==> src/rtl/readout_pkg.sv <==
`default_nettype none
// ============================================================================
// Module   : readout_pkg
// Brief    : Shared state encoding for the packed array readout sequencer.
// Revision : 1.0 - initial release
// ============================================================================
package readout_pkg;

    localparam int STATE_W = 2;

    typedef enum logic [STATE_W-1:0] {
        IDLE    = 2'd0,
        CAPTURE = 2'd1,
        SEND    = 2'd2,
        DONE    = 2'd3
    } state_t;

endpackage : readout_pkg
`default_nettype wire

==> src/rtl/packed_readout_seq_if.sv <==
`default_nettype none
// ============================================================================
// Module   : packed_readout_seq_if
// Brief    : Valid/ready element stream carrying data, index and last flag.
// Revision : 1.0 - initial release
// ============================================================================
interface packed_readout_seq_if #(
    parameter int WIDTH = 16,
    parameter int IDXW  = 3
) ();

    logic [WIDTH-1:0] m_data;
    logic [IDXW-1:0]  m_idx;
    logic             m_valid;
    logic             m_ready;
    logic             m_last;

    modport master (
        output m_data,
        output m_idx,
        output m_valid,
        output m_last,
        input  m_ready
    );

    modport slave (
        input  m_data,
        input  m_idx,
        input  m_valid,
        input  m_last,
        output m_ready
    );

endinterface : packed_readout_seq_if
`default_nettype wire

==> src/rtl/packed_elem_mux.sv <==
`default_nettype none
// ============================================================================
// Module   : packed_elem_mux
// Brief    : Combinational selector of one WIDTH-bit element from a packed array.
// Revision : 1.0 - initial release
// ============================================================================
module packed_elem_mux #(
    parameter int WIDTH = 16,
    parameter int LEN   = 8
) (
    input  wire logic [WIDTH*LEN-1:0]   data_packed,
    input  wire logic [$clog2(LEN)-1:0] idx,
    output logic      [WIDTH-1:0]       word
);

    localparam int IDXW = $clog2(LEN);

    logic [WIDTH-1:0] w_elems [LEN];

    for (genvar i = 0; i < LEN; i++) begin : g_elem
        assign w_elems[i] = data_packed[WIDTH*i +: WIDTH];
    end

    // Compare-and-select keeps out-of-range indices (non power-of-two LEN) at zero.
    always_comb begin
        word = '0;
        for (int i = 0; i < LEN; i++) begin
            if (idx == IDXW'(i)) begin
                word = w_elems[i];
            end
        end
    end

endmodule : packed_elem_mux
`default_nettype wire

==> src/rtl/packed_readout_seq.sv <==
`default_nettype none
// ============================================================================
// Module   : packed_readout_seq
// Brief    : Snapshots a packed array and streams its elements out in order.
// Revision : 1.0 - initial release
// ============================================================================
module packed_readout_seq
    import readout_pkg::*;
#(
    parameter int WIDTH = 16,
    parameter int LEN   = 8,
    parameter int IDXW  = $clog2(LEN)
) (
    input  wire logic                 clk,
    input  wire logic                 rst,
    input  wire logic                 start,
    input  wire logic                 abort,
    input  wire logic [WIDTH*LEN-1:0] data_packed,
    output logic                      busy,
    output logic                      done,
    packed_readout_seq_if.master      m
);

    localparam logic [IDXW-1:0] c_last_idx = IDXW'(LEN - 1);

    state_t               r_state;
    logic                 r_busy;
    logic                 r_done;
    logic                 r_valid;
    logic                 r_last;
    logic [IDXW-1:0]      r_idx;
    logic [WIDTH*LEN-1:0] r_snapshot;

    logic [IDXW-1:0]      w_idx_next;
    logic [WIDTH-1:0]     w_word;

    assign w_idx_next = r_idx + IDXW'(1);

    packed_elem_mux #(
        .WIDTH (WIDTH),
        .LEN   (LEN)
    ) u_elem_mux (
        .data_packed (r_snapshot),
        .idx         (r_idx),
        .word        (w_word)
    );

    always_ff @(posedge clk or posedge rst) begin
        if (rst) begin
            r_state    <= IDLE;
            r_busy     <= 1'b0;
            r_done     <= 1'b0;
            r_valid    <= 1'b0;
            r_last     <= 1'b0;
            r_idx      <= '0;
            r_snapshot <= '0;
        end else begin
            r_done <= 1'b0;
            case (r_state)
                IDLE: begin
                    if (start && !abort) begin
                        r_state <= CAPTURE;
                        r_busy  <= 1'b1;
                    end
                end
                CAPTURE: begin
                    if (abort) begin
                        r_state <= IDLE;
                        r_busy  <= 1'b0;
                    end else begin
                        r_snapshot <= data_packed;
                        r_idx      <= '0;
                        r_last     <= 1'b0;
                        r_valid    <= 1'b1;
                        r_state    <= SEND;
                    end
                end
                SEND: begin
                    if (abort) begin
                        // An accepted final element still counts, but no done follows.
                        r_state <= IDLE;
                        r_busy  <= 1'b0;
                        r_valid <= 1'b0;
                        r_last  <= 1'b0;
                    end else if (m.m_ready) begin
                        if (r_idx == c_last_idx) begin
                            r_state <= DONE;
                            r_valid <= 1'b0;
                            r_last  <= 1'b0;
                            r_done  <= 1'b1;
                        end else begin
                            r_idx  <= w_idx_next;
                            r_last <= (w_idx_next == c_last_idx);
                        end
                    end
                end
                DONE: begin
                    r_state <= IDLE;
                    r_busy  <= 1'b0;
                end
                default: begin
                    r_state <= IDLE;
                    r_busy  <= 1'b0;
                    r_valid <= 1'b0;
                    r_last  <= 1'b0;
                end
            endcase
        end
    end

    assign busy      = r_busy;
    assign done      = r_done;
    assign m.m_data  = w_word;
    assign m.m_idx   = r_idx;
    assign m.m_valid = r_valid;
    assign m.m_last  = r_last;

endmodule : packed_readout_seq
`default_nettype wire

==> src/flat_wrapper.sv <==
// flat-port wrapper written by rule: the top's interface ports become plain ports
module packed_readout_seq_flat import readout_pkg::*;
#(
    parameter int WIDTH = 16,
    parameter int LEN   = 8,
    parameter int IDXW  = $clog2(LEN)
)
  (clk, rst, start, abort, data_packed, busy, done, m_m_data, m_m_idx, m_m_valid, m_m_last, m_m_ready);
  packed_readout_seq_if #(.WIDTH(WIDTH), .IDXW(IDXW)) m_i ();
  input  wire logic clk;
  input  wire logic rst;
  input  wire logic start;
  input  wire logic abort;
  input  wire logic [WIDTH*LEN-1:0] data_packed;
  output logic busy;
  output logic done;
  output wire logic [$bits(m_i.m_data)-1:0] m_m_data;
  output wire logic [$bits(m_i.m_idx)-1:0] m_m_idx;
  output wire logic [$bits(m_i.m_valid)-1:0] m_m_valid;
  output wire logic [$bits(m_i.m_last)-1:0] m_m_last;
  input wire logic [$bits(m_i.m_ready)-1:0] m_m_ready;
  assign m_m_data = m_i.m_data;
  assign m_m_idx = m_i.m_idx;
  assign m_m_valid = m_i.m_valid;
  assign m_m_last = m_i.m_last;
  assign m_i.m_ready = m_m_ready;
  packed_readout_seq #(.WIDTH(WIDTH), .LEN(LEN), .IDXW(IDXW)) u_core (.clk(clk), .rst(rst), .start(start), .abort(abort), .data_packed(data_packed), .busy(busy), .done(done), .m(m_i));
endmodule
==> config.mk <==
export PLATFORM = sky130hd
export DESIGN_NAME = packed_readout_seq_flat
export DESIGN_NICKNAME = d
export VERILOG_FILES = /design/src/rtl/readout_pkg.sv /design/src/rtl/packed_readout_seq_if.sv /design/src/rtl/packed_elem_mux.sv /design/src/rtl/packed_readout_seq.sv /design/src/flat_wrapper.sv
export SDC_FILE = /design/constraint.sdc
export NUM_CORES = 1
export LEC_CHECK = 0
export ABC_AREA = 1
export BUFFER_PORTS_ARGS = -buffer_cell sky130_fd_sc_hd__buf_2
export CELL_PAD_IN_SITES_DETAIL_PLACEMENT = 0
export CELL_PAD_IN_SITES_GLOBAL_PLACEMENT = 2
export CORE_AREA = 2 2 142 171
export DETAILED_ROUTE_END_ITERATION = 10
export DIE_AREA = 0 0 144 173
export HOLD_SLACK_MARGIN = 0.06
export PLACE_DENSITY = 0.76
export SLEW_MARGIN = 15
export SYNTH_ARGS = -nofsm -noshare
export SYNTH_HDL_FRONTEND = slang
export SYNTH_SLANG_ARGS = --single-unit
==> constraint.sdc <==
create_clock -name clk -period 5.45 [get_ports clk]
set_input_delay 0.545 -clock clk [delete_from_list [all_inputs] [get_ports clk]]
set_output_delay 0.545 -clock clk [all_outputs]
set_load 0.05 [all_outputs]
### Word-level counts from Yosys, hierarchy flattened

Cells that the tools add are included.

* output and inout port bits: 23
* bits of input ports: 133
* register bits: 137
* logic and storage cells: 76

* bitwise operators: 1
* equal/unequal tests: 19
* add/subtract/negate cells: 1
* muxes and demuxes: 36
* reductions and logical operators: 12

Operator list (number)
* 16-bit two-way mux: 8
* 3-bit equality test, second input constant: 5
* 1-bit two-way mux: 14
* 3-bit two-way mux: 4
* 2-bit two-way mux: 5
* 2-bit inequality test, second input constant: 4
* 2-bit one-hot mux with 4 select lines: 1
* 3-bit by 2-bit equality test with 1-bit output, second input constant: 2
* 3-bit one-hot mux with 2 select lines: 1
* 3-bit AND reduction: 2
* 5-bit AND reduction: 1
* 2-bit equality test, second input constant: 2
* 2-bit by 1-bit inequality test with 1-bit output, second input constant: 2
* 1-bit one-hot mux with 2 select lines: 2
* 2-bit AND reduction: 2
* 4-bit AND reduction: 1
* 3-bit by 1-bit adder with 3-bit output, second input constant: 1
* 3-bit by 1-bit equality test with 1-bit output, second input constant: 1
* 3-bit logical NOT: 1
* 3-bit by 2-bit inequality test with 1-bit output, second input constant: 1
* 3-bit inequality test, second input constant: 1
* 1-bit one-hot mux with 3 select lines: 1
* 2-bit by 1-bit equality test with 1-bit output, second input constant: 1
* 2-bit logical NOT: 1
* other kinds (5): 5

### Logic depth before layout (Yosys ltp)

* word-level depth: 9
* mapped depth: 13
* depth with buffers taken out: 12

### By module

Synthesis repeated with hierarchy kept, for this count alone.

* cell total of the unflattened synthesis: 859
* area total of the unflattened synthesis: 6941.7 µm²

Modules (own cells, without submodules)
* packed_readout_seq: sequential area each 3428.3 µm², cells an instance 637, instances 1, area an instance 5771.8 µm²
* packed_elem_mux: sequential area each 0.0 µm², cells an instance 222, instances 1, area an instance 1169.9 µm²

### Worst setup path after synthesis

No wires, ideal clock.

* path kind: register -> output
* start point: register u_core.r_idx[2] (netlist: u_core.m.m_idx[2])
* end point: output port m_m_data[11]
* buffers on the path: 3
* stages on the path, launching flop included: 13
* required time: 4.905 ns
* arrival: 2.375 ns
* setup slack: 2.530 ns
* cells stage by stage: dfrtp_1 > inv_2 > buf_2 > ha_1 > clkbuf_1 > inv_1 > buf_2 > nand3_1 > nand2_1 > nand2_1 > nand2_1 > nand2_1 > nand2_1

* cells in the longest elaborated chain, start to end: 9
* elaborated cells on any way between the ends: 16

Ends and longest elaborated chain
* start: declaration: line packed_readout_seq.sv:31 `logic [IDXW-1:0] r_idx;`
* start signal: assignment: line packed_readout_seq.sv:92 `r_idx <= w_idx_next;`
* 3-bit logical NOT: line packed_elem_mux.sv:28 `if (idx == IDXW'(i)) begin`
* 16-bit two-way mux (7 in a row): line packed_elem_mux.sv:28
* 16-bit two-way mux *: line packed_elem_mux.sv:28
* end: declaration: line flat_wrapper.sv:17 `output wire logic [$bits(m_i.m_data)-1:0] m_m_data;`

Every way passes the cells marked *; elsewhere a longest branch is shown, timed or not.

### Worst setup path in the final report

* start point: register u_core.r_idx[1] (netlist: u_core.m.m_idx[1])
* end point: output port m_m_data[15]

Same word-level chain as after synthesis.

==> flow_summary.toml <==
[die]
dieArea_um2 = 24910
io_pins = 156
die_h_um = 173
die_w_um = 144
core_area_um2 = 23130
start_util_pct = 29.70
row_count = 61

[final_layout]
final_cells = 1442
drive_above_1_share_pct = 17.66
diodes = 0
nFillCells = 2548
nNetsFinal = 1256
area_delta_synth_final_pct = 22.81

[sta]
clock.fmax_mhz = 252.4
tns_ns = 0
holdWs_ns = 0.3095
hold_viol = 0
timing.final.ws_setup_ns = 1.487
report.final.slew_viol_count = 0
period_minus_slack_ns = 3.963
rsz0062_at_grt = "false"
worst_pin_slew_ns = 1.089
fin_crit_sh_pct = 72.71
slew_headroom_pct = 26.97
setup_violations = 0
fin_skew_ns = 0.009290

[global_route]
met3_usage_pct = 3.074
overflow = 0
grt_max_degree = 96
grt_first_pass_wirelength_mm = 35.85
gr-usage-met2_pct = 31.77
top_usage_layer = "met2"
grt_usage_pct = 19.00
grt_pass1_vias = 6493
antenna_found_initial = 0
met1_usage_pct = 25.25

[hold_path]
hp-class = "in2async"

[drt]
drcViolationCount = 0
dr_total_vias = 6197
wl_per_cell_um = 15.69
vias_per_cell = 4.298
antenna_left = 0
dr.first_iter.drc_count = 352
routed_wirelength_mm = 22.62
drt_first_pass_iters = 4

[run_status]
status = "complete, no violations"

[clock_network]
h-tree-depth = 4
cts_hold_buf = 0
cts_tree = "done"
numClockSinks = 137
cts.path.max_buffers = 2
cts_setup_buffers = 0
cts_root_buf = "clkbuf_16"
clkTransAtPathRegs_ns = 0.06
cts_resized = 0
cts_made_buffers = 17
clk_latency_ns = 0.43

[setup_path]
rr_endpoint = "u_core.r_snapshot[2]$_DFFE_PP0P_"
reg2regPathDepth = 6
crit_path_max_fanout = 33
r2r_start = "u_core.r_state[1]$_DFFE_PP0P_"
critPathCaptureType = "primary output"
required_ns = 4.91
startpoint = "u_core.m.m_idx[1]$_DFFE_PP0P_"
arrival_ns = 3.42
critPathCapture = "m_m_data[15]"
critPathKind = "reg2out"
r2r_slack_ns = 2.92
start_kind = "flop"

[logic_synthesis]
yosysUniqueCellTypes = 20
synth_fp_nets = 1126
yosysTopAreaCellShare_pct = 49.91
ys_ff_latch = 137
yosysTopAreaCell = "dfrtp_1"
synth.yosys.seq_area_share_pct = 49.91
synth.area.top_cells = "dfrtp_1 50%, nand2_1 28%, inv_1 4.5%"
synth_warnings = 0
synthesis.area_um2 = 6869
netlist_instances = 984
syn_area_per_cell_um2 = 6.981

[placement]
dp_slack_ns = 2.159
placedCellCount = 1410
dp_hpwl_mm = 16.24
place_congestion = 0.7993
io_buffers = 155

[power_and_ir_drop]
peakVddDrop_v = 0.0002543
p_leak_nw = 4.763
p_per_area_nw_per_um2 = 577.2
p_total_mw = 4.869

[run]
drv_cap = 0
## registers in the layout, summed over array words and instances, names as in the netlist
| name | flops |
|---|---|
| u_core.m.m_valid | 1 |
| u_core.m.m_idx | 3 |
| u_core.done | 1 |
| u_core.m.m_last | 1 |
| u_core.busy | 1 |
| u_core.r_state | 2 |
| u_core.r_snapshot | 128 |
## where the power goes
group,internal (mW),switching (mW),total (mW),leakage [nW]
clock,0.630,0.478,1.11,0.252
sequential,1.49,0.242,1.73,1.71
combinational,0.563,1.47,2.03,2.81
## how the worst min path moves through the flow
stage	from	slack, ns	endpoint	cells past startpoint
floorplan	u_core.r_snapshot[45]$_DFFE_PP0P_	0.44	u_core.r_snapshot[45]$_DFFE_PP0P_	2
global placement	u_core.r_snapshot[119]$_DFFE_PP0P_	0.46	u_core.r_snapshot[119]$_DFFE_PP0P_	2
detailed placement	u_core.r_snapshot[113]$_DFFE_PP0P_	0.46	u_core.r_snapshot[113]$_DFFE_PP0P_	2
CTS	data_packed[99]	0.29	u_core.r_snapshot[99]$_DFFE_PP0P_	3
global route	data_packed[125]	0.30	u_core.r_snapshot[125]$_DFFE_PP0P_	3
finish	rst	0.31	u_core.busy$_DFFE_PP0P_	2
## per-layer routing
metal | vias to the layer above | wire [um]
met3 | 20 | 879
met5 | - | 0
met2 | 131 | 11090
met4 | 0 | 355
met1 | 2824 | 10290
li1 | 3222 | -
## critical path, cell delays in order (launching register included)
cell and delay, ns:
dfrtp_1 0.39, inv_1 0.09, ha_1 0.18, buf_4 0.23
nand2_1 0.11, clkinv_1 0.83, nor2_1 0.58, nand2_1 0.11
nand2_1 0.07, nand2_1 0.04, nand2_1 0.08, buf_2 0.27
## metrics by stage
stage	utilization, %	cell area, um^2
after global placement	34.07	7879
final	36.48	8436
after global routing	36.48	8436
after detailed placement	34.07	7879
after floorplan	-	6869
after CTS	36.48	8436
## placed cells by master, fill, tap and decap left out, types with 3 or more instances in the layout
cell type and count:
inv_1 81, nand3_1 51, clkbuf_16 17, ha_1 9, clkinvlp_4 6, clkinv_4 3
nand2_1 520, inv_6 3, buf_2 155, a21oi_1 7, o21ai_0 43, buf_4 7
dfrtp_1 137, nor2_1 72
## layout make-up
type	instances	area, um^2	area share [%]
multi-input combinational	710	2898	34.35
sequential	137	3428	40.64
tap	315	394.1	4.672
inverter	86	330.3	3.916
clock inverter	13	123.9	1.468
clock buffer	19	432.9	5.132
timing repair buffer	162	828.3	9.819
## kinds of logic after synthesis
family                   Yosys count  share of synthesized area, %
flip-flops                       137                         49.91
adder cells (fa/ha/maj)            9                         1.639
AND/OR/NAND/NOR                  648                         36.48
AO/OA/AOI/OAI                     53                         3.953
buffers and inverters            137                         8.015
## cell usage after synthesis, drive strengths merged
cell,count
a22oi,1
o22ai,1
ha,9
a21oi,7
nor2,73
nand2,522
inv,86
clkbuf,23
or2,2
o31ai,1
nand3,51
dfrtp,137
buf,28
o21ai,43
Power figures use the tool's default switching activity.
